## config.mk

```make
export PLATFORM = sky130hd
export DESIGN_NAME = sa_tile_scheduler
export DESIGN_NICKNAME = d
export VERILOG_FILES = /design/src/rtl/sa_tile_scheduler.sv
export SDC_FILE = /design/constraint.sdc
export NUM_CORES = 1
export LEC_CHECK = 0
export ABC_AREA = 0
export BUFFER_PORTS_ARGS = -buffer_cell sky130_fd_sc_hd__buf_2
export CAP_MARGIN = 20
export CELL_PAD_IN_SITES_DETAIL_PLACEMENT = 0
export CELL_PAD_IN_SITES_GLOBAL_PLACEMENT = 2
export CORE_MARGIN = 2
export CORE_UTILIZATION = 35
export CTS_CLUSTER_DIAMETER = 50
export DETAILED_ROUTE_END_ITERATION = 6
export PLACE_DENSITY_LB_ADDON = 0.2
export SLEW_MARGIN = 30
export SYNTH_ARGS = -nofsm -noshare
export SYNTH_HDL_FRONTEND = slang
export SYNTH_SLANG_ARGS = --single-unit
```

## constraint.sdc

```tcl
create_clock -name clk_i -period 7.1 [get_ports clk_i]
set_input_delay 0.355 -clock clk_i [delete_from_list [all_inputs] [get_ports clk_i]]
set_output_delay 0.355 -clock clk_i [all_outputs]
set_load 0.02 [all_outputs]
```

## src/rtl/sa_tile_scheduler.sv

```systemverilog
// Tile-loop scheduler for a systolic matmul core: walks (m, n, k) with k innermost,
// handshakes each tile with the core and presents registered buffer base addresses.
module sa_tile_scheduler #(
    parameter int I_SIZE = 256,
    parameter int W_SIZE = 256,
    parameter int O_SIZE = 256,
    parameter int I_TILE = 16,
    parameter int W_TILE = 16,
    parameter int O_TILE = 16
) (
    input  logic                      clk_i,
    input  logic                      rstn_i,
    input  logic                      cfg_valid_i,
    output logic                      cfg_ready_o,
    input  logic [7:0]                cfg_m_i,
    input  logic [7:0]                cfg_n_i,
    input  logic [7:0]                cfg_k_i,
    input  logic                      abort_i,
    output logic                      mm_start_o,
    input  logic                      mm_done_i,
    output logic                      mm_acc_o,
    output logic [$clog2(I_SIZE)-1:0] ib_base_o,
    output logic [$clog2(W_SIZE)-1:0] wb_base_o,
    output logic [$clog2(O_SIZE)-1:0] ob_base_o,
    output logic [7:0]                tile_m_o,
    output logic [7:0]                tile_n_o,
    output logic [7:0]                tile_k_o,
    output logic                      busy_o,
    output logic                      done_o,
    output logic                      err_o,
    output logic                      aborted_o
);
    localparam int IA = $clog2(I_SIZE);
    localparam int WA = $clog2(W_SIZE);
    localparam int OA = $clog2(O_SIZE);

    typedef enum logic [2:0] {S_IDLE, S_START, S_WAIT, S_RELEASE, S_ADVANCE} state_e;

    state_e          state_q, state_d;
    logic [7:0]      m_q, m_d, n_q, n_d, k_q, k_d;
    logic [7:0]      cm_q, cm_d, cn_q, cn_d, ck_q, ck_d;
    logic [IA-1:0]   ib_q, ib_d;
    logic [WA-1:0]   wb_q, wb_d;
    logic [OA-1:0]   ob_q, ob_d;
    logic            acc_q, acc_d;
    logic            done_q, done_d, err_q, err_d, abt_q, abt_d;
    logic            last_tile;

    assign last_tile = (m_q == cm_q - 8'd1) && (n_q == cn_q - 8'd1) && (k_q == ck_q - 8'd1);

    always_comb begin
        state_d = state_q;
        m_d     = m_q;
        n_d     = n_q;
        k_d     = k_q;
        cm_d    = cm_q;
        cn_d    = cn_q;
        ck_d    = ck_q;
        done_d  = 1'b0;
        err_d   = 1'b0;
        abt_d   = 1'b0;
        case (state_q)
            S_IDLE: begin
                if (cfg_valid_i) begin
                    if ((cfg_m_i != 8'd0) && (cfg_n_i != 8'd0) && (cfg_k_i != 8'd0)) begin
                        cm_d    = cfg_m_i;
                        cn_d    = cfg_n_i;
                        ck_d    = cfg_k_i;
                        m_d     = 8'd0;
                        n_d     = 8'd0;
                        k_d     = 8'd0;
                        state_d = S_START;
                    end else begin
                        err_d = 1'b1;
                    end
                end
            end
            S_START:   state_d = S_WAIT;
            S_WAIT:    if (mm_done_i) state_d = S_RELEASE;
            S_RELEASE: if (!mm_done_i) state_d = S_ADVANCE;
            S_ADVANCE: begin
                if (last_tile) begin
                    done_d  = 1'b1;
                    m_d     = 8'd0;
                    n_d     = 8'd0;
                    k_d     = 8'd0;
                    state_d = S_IDLE;
                end else begin
                    if (k_q == ck_q - 8'd1) begin
                        k_d = 8'd0;
                        if (n_q == cn_q - 8'd1) begin
                            n_d = 8'd0;
                            m_d = m_q + 8'd1;
                        end else begin
                            n_d = n_q + 8'd1;
                        end
                    end else begin
                        k_d = k_q + 8'd1;
                    end
                    state_d = S_START;
                end
            end
            default: state_d = S_IDLE;
        endcase
        // Abort overrides everything, including a last-tile completion in the same cycle.
        if (state_q != S_IDLE && abort_i) begin
            state_d = S_IDLE;
            abt_d   = 1'b1;
            done_d  = 1'b0;
            m_d     = 8'd0;
            n_d     = 8'd0;
            k_d     = 8'd0;
        end
    end

    // Bases follow the next indices so they change only when the indices do.
    always_comb begin
        ib_d  = IA'((32'(m_d) * 32'(ck_d) + 32'(k_d)) * 32'(I_TILE));
        wb_d  = WA'((32'(n_d) * 32'(ck_d) + 32'(k_d)) * 32'(W_TILE));
        ob_d  = OA'((32'(m_d) * 32'(cn_d) + 32'(n_d)) * 32'(O_TILE));
        acc_d = (k_d != 8'd0);
    end

    always_ff @(posedge clk_i or negedge rstn_i) begin
        if (!rstn_i) begin
            state_q <= S_IDLE;
            m_q     <= '0;
            n_q     <= '0;
            k_q     <= '0;
            cm_q    <= '0;
            cn_q    <= '0;
            ck_q    <= '0;
            ib_q    <= '0;
            wb_q    <= '0;
            ob_q    <= '0;
            acc_q   <= 1'b0;
            done_q  <= 1'b0;
            err_q   <= 1'b0;
            abt_q   <= 1'b0;
        end else begin
            state_q <= state_d;
            m_q     <= m_d;
            n_q     <= n_d;
            k_q     <= k_d;
            cm_q    <= cm_d;
            cn_q    <= cn_d;
            ck_q    <= ck_d;
            ib_q    <= ib_d;
            wb_q    <= wb_d;
            ob_q    <= ob_d;
            acc_q   <= acc_d;
            done_q  <= done_d;
            err_q   <= err_d;
            abt_q   <= abt_d;
        end
    end

    assign cfg_ready_o = (state_q == S_IDLE);
    assign busy_o      = (state_q != S_IDLE);
    assign mm_start_o  = (state_q == S_START) || (state_q == S_WAIT);
    assign mm_acc_o    = acc_q;
    assign ib_base_o   = ib_q;
    assign wb_base_o   = wb_q;
    assign ob_base_o   = ob_q;
    assign tile_m_o    = m_q;
    assign tile_n_o    = n_q;
    assign tile_k_o    = k_q;
    assign done_o      = done_q;
    assign err_o       = err_q;
    assign aborted_o   = abt_q;

endmodule

```

* After elaboration in Yosys (flattened, before gate mapping) *
Index checks and enable logic that the tools add are counted.

word-level totals
  register bits = 67
  bits of input ports = 29
  output and inout bits = 55

operators by class
  $add $sub $neg = 9
  multiply operators = 3
  equal/unequal tests = 11
  muxes and demuxes = 40
  reductions and logical operators = 14

operator list
  kind                                                  count
  two-way mux 8 bit                                     23
  case mux 8 bit (2 select lines)                       3
  nonzero test 8 bit                                    4
  adder 8 x 1 -> 8 bit (second input constant)          3
  equality test 8 bit                                   3
  multiplier 8 x 8 -> 4 bit                             3
  subtractor 8 x 1 -> 8 bit (second input constant)     3
  two-way mux 3 bit                                     5
  case mux 3 bit (5 select lines)                       1
  adder 4 bit                                           3
  two-way mux 1 bit                                     8
  equality test 3 x 2 -> 1 bit (second input constant)  2
  != test 3 bit (second input constant)                 2
  logical AND 1 bit                                     5
  AND reduction 4 bit                                   1
  equality test 3 x 1 -> 1 bit (second input constant)  1
  equality test 3 bit (second input constant)           1
  logical NOT 3 bit                                     1
  != test 3 x 1 -> 1 bit (second input constant)        1
  != test 3 x 2 -> 1 bit (second input constant)        1
  AND reduction 3 bit                                   1
  nonzero test 3 bit                                    1
  logical OR 1 bit                                      1

* Depth between registers and ports, before layout *
  depth after elaboration = 9
  mapped depth = 21

* Least setup slack after synthesis *
OpenSTA, ideal clock, no wires.

  path type = register -> register
  from = register ck_q[0]
  to = register ib_q[7], in the netlist ib_base_o[7]
  setup time = 134 ps
  arrival time = 5718 ps
  path slack = 1248 ps
  stages on the path, launching flop included = 20
  period minus slack after synthesis = 5852 ps
  cell sequence = dfrtp_1 or4_4 o21a_1 nor4_4 o2111ai_2 or2_1 buf_6 or4_4 a21oi_1 and2_1 ha_1 ha_1 fa_1 inv_1 fa_1 xor2_1 xnor2_1 xnor2_1 xnor3_1 xnor3_1

on the way
  word-level cells in the longest chain between the ends = 8
  elaborated cells on any way between the ends = 16
  those cells by class = add/sub: 2; mul: 1; eq/ne: 1; mux: 11; reduce/logical: 1

ends and longest elaborated chain
  item                                                           RTL line  text
  start: declaration                                             41        logic [7:0] cm_q, cm_d, cn_q, cn_d, ck_q, ck_d;
  start signal: assignment                                       147       ck_q <= ck_d;
  subtractor 8 x 1 -> 8 bit (*)                                  49, 89
  equality test 8 bit (*)                                        49, 89
  two-way mux 8 bit / logical AND 1 bit (equally long branches)  89, 49
  two-way mux 8 bit (*)                                          82        if (last_tile) begin
  case mux 8 bit (2 select lines) (*)                            62        case (state_q)
  two-way mux 8 bit (*)                                          106       if (state_q != S_IDLE && abort_i) begin
  via m_d[0]                                                     40        logic [7:0] m_q, m_d, n_q, n_d, k_q, k_d;
  multiplier 8 x 8 -> 4 bit (*)                                  118       ib_d = IA'((32'(m_d) * 32'(ck_d) + 32'(k_d)) * 32'(I_TILE));
  adder 4 bit (*)                                                118
  via ib_d[7]                                                    42        logic [IA-1:0] ib_q, ib_d;
  end signal: assignment                                         148       ib_q <= ib_d;
  end: declaration                                               42

Mark *: on every way through the listed nets, which the timed path passes. The rest lies on a longest branch.
A chain may end at the register's enable or synchronous reset.

* Final worst setup path *
  from = register ck_q[2]
  to = register ib_q[7], in the netlist ib_base_o[7]

The elaborated chain is that of the path after synthesis.

==> run metrics <==
Switching Fraction 39.1%; Seq cells post-synth 67; HP Class in -> async; Rows 42; Initial DRT Pass Iterations 5; Finished Cell Area 5570 um2; count leader, synth dfrtp_1; Core Footprint 13,200 um2; Clock Path Buffers 2; # fillers 1,333; Worst EP required 7.32 ns; r2r setup slk 0.92 ns; Crit path largest cell delay 0.58 ns; clock slew at reported path FFs 0.06 ns; placed inst area 5240 um2; PostCTS Resize Cnt 0; Post-Syn Instances 501; WL final 13,100 um; GP Congestion 0.873; Max-cap violations 0; VDD IR max 0.119 mV; final core utilization 42.2%; Avg Inst Size Synth 9.38 um2; Clock Tree Root clkbuf_16; dominant synthesized flop cell dfrtp_1; FF-to-FF path depth 20; Die Area 14,400 um2; CTS buffer count 9; wire length per cell 17.3 um; vias per std cell 5.27; Die H 120 um; clock share of power 29.0%; Synth warnings 0; H-tree levels 3; Layout Skew 0.00601 ns; final setup vio count 0; fin worst setup slack 0.922 ns; Placement Setup Slack 0.960 ns; Netlist cell types 63; post-CTS setup buffer count 0; routed via count 3,993; CP Class reg -> reg; startpoint class of the critical path flop; first-pass GRT wire length 20,800 um; Buffers on Ports 71; crit path cell chain or4_4, o21a_1, nor4_4, o2111ai_2, buf_4, or2_1, or4_4, a21oi_1, buf_4, and2_1, ha_1, ha_1, fa_1, inv_1, fa_1, xor2_1, xnor2_1, xnor2_1, xnor3_1, xnor3_1; clock sink count 67; Area Overhead vs Synth 18.4%; Pint 0.00105 W; sequential share of power 34.0%; synthesized cell area 4700 um2; Register Area 1680 um2; Tmin final 6.18 ns; achievable frequency 162 MHz; Setup TNS 0 ns; Net Switching 0.000672 W; Iter 0 DRT Violations 190; I/O pin count 84; R2R Path End ib_base_o[7]; gr busiest metal met2; post-route ant nets 0; CTS tree built; Die X 120 um; synth top area cells dfrtp_1 36%, ha_1 6.4%, xnor2_1 6.0%; Hold-fix buffers, CTS 0; met3 Use GR 3.09%; post-synth top area share 35.7%; RSZ-0062 raised after global routing no; Logic pwr share 37.0%; grt met1 use 25.7%; WP data arrival 6.40 ns; initial antenna violation count 0; power per cell area 309 nW/um2; largest net degree at the start of global routing 68; Total GRT Usage 18.9%; worst slew pin tran 0.941 ns; gr ovfl total 0; crit path max-delay cell type or4_4; post-synth top area cell dfrtp_1; max_slew headroom 36.9%; post-synthesis sequential area ratio 35.7%; crit path capture type flop; Tcrit/Tclk final 87.0%; critical-path maximum fanout 17; DR DRC count 0; post-DP HPWL 9830 um; worst r2r src ck_q[2]; layout cell share with drive strength beyond 1 21.8%; Async SR Flop Fraction 100%; Global Route met2 Usage 29.8%; Starting Density 35.6%; status finished, final reports clean; Leak 2.65 nW; latest clock arrival within the worst-skew pair 0.35 ns; nets 636; multi-input combinational cell area 2790 um2; Post-synth EDFFs 0; Slew Viols, Final 0; Synth top cells by count 67 x dfrtp_1, 42 x nand2_1, 41 x nor2_1; ant diodes 0; Fin. Hold Viols 0; vias in the first global route 3,909
[stage by stage]
stage | instances | hold slack (ns) | power, W
3_5_place_dp | 742 | 0.519 | 0.00123
4_1_cts | 758 | 0.216 | 0.00174
5_1_grt | 758 | 0.168 | 0.00182
2_1_floorplan | 512 | 0.0594 | 0.00104
6_report | 758 | 0.117 | 0.00172
3_3_place_gp | 742 | 0.512 | 0.00122
[kinds of logic after synthesis]
family	Yosys count	share of synthesized area, %
flops	67	35.7
simple gates	186	20.4
mux	24	5.54
fa+ha+maj	30	8.94
buf+inv	59	5.83
xor+xnor	48	10.1
other cells	1	0.0798
compound gates	86	13.4
[how the worst max path moves through the flow]
stage                         to    start  slack, ns
floorplan           ib_base_o[7]  ck_q[0]       1.25
global placement    ib_base_o[7]  ck_q[0]       1.07
detailed placement  ib_base_o[7]  ck_q[2]       0.96
CTS                 ib_base_o[7]  ck_q[2]       0.92
global route        ib_base_o[7]  ck_q[2]       0.67
finish              ib_base_o[7]  ck_q[2]       0.92
[critical path: cells and delay by family, from the launching register on]
family	cells	cell delay [ns]
flops	1	0.44
buf+inv	3	0.43
compound gates	3	0.54
fa+ha+maj	4	1.46
xor+xnor	5	1.27
simple gates	5	1.90
[placed cells by master (no fill, tap or decap), drive strengths merged, types with 10 or more instances in the layout]
| master | Yosys | layout |
|---|---|---|
| a21oi | 12 | 12 |
| buf | 13 | 80 |
| clkbuf | 13 | 10 |
| conb | 1 | 12 |
| dfrtp | 67 | 67 |
| ha | 24 | 24 |
| inv | 33 | 34 |
| mux2 | 16 | 16 |
| nand2 | 42 | 42 |
| nand3 | 19 | 19 |
| nor2 | 41 | 41 |
| nor3 | 20 | 20 |
| nor4 | 15 | 15 |
| o21ai | 21 | 21 |
| xnor2 | 32 | 32 |
| xor2 | 12 | 12 |
[sequential cells by signal, summed over array words and instances (netlist names)]
signal / count
err_o: 1
ob_base_o: 4
cn_q: 8
tile_m_o: 8
aborted_o: 1
state_q: 3
mm_acc_o: 1
cm_q: 8
wb_base_o: 4
done_o: 1
ck_q: 8
tile_n_o: 8
tile_k_o: 8
ib_base_o: 4
[power by group through the flow]
stage          clock, W  combinational [W]  sequential (W)
2_1_floorplan         0           0.000477        0.000564
3_3_place_gp          0           0.000633        0.000587
3_5_place_dp          0           0.000639        0.000590
4_1_cts        0.000509           0.000644        0.000584
5_1_grt        0.000524           0.000694        0.000602
6_report       0.000499           0.000637        0.000585
[cell type report]
class	instances	area share (%)
Clock inverter	6	1.57
Sequential cell	67	30.1
Clock buffer	10	4.29
Multi-Input combinational cell	386	50.2
Inverter	33	2.23
Timing Repair Buffer	80	7.67
Tap cell	176	3.96
[metal layers]
metal | share of wire [%] | vias to the layer above
li1 | - | 1922
met1 | 47 | 1925
met2 | 46 | 123
met3 | 5.2 | 23
met4 | 2.5 | 0
met5 | 0 | -
Power figures use the tool's default switching activity.
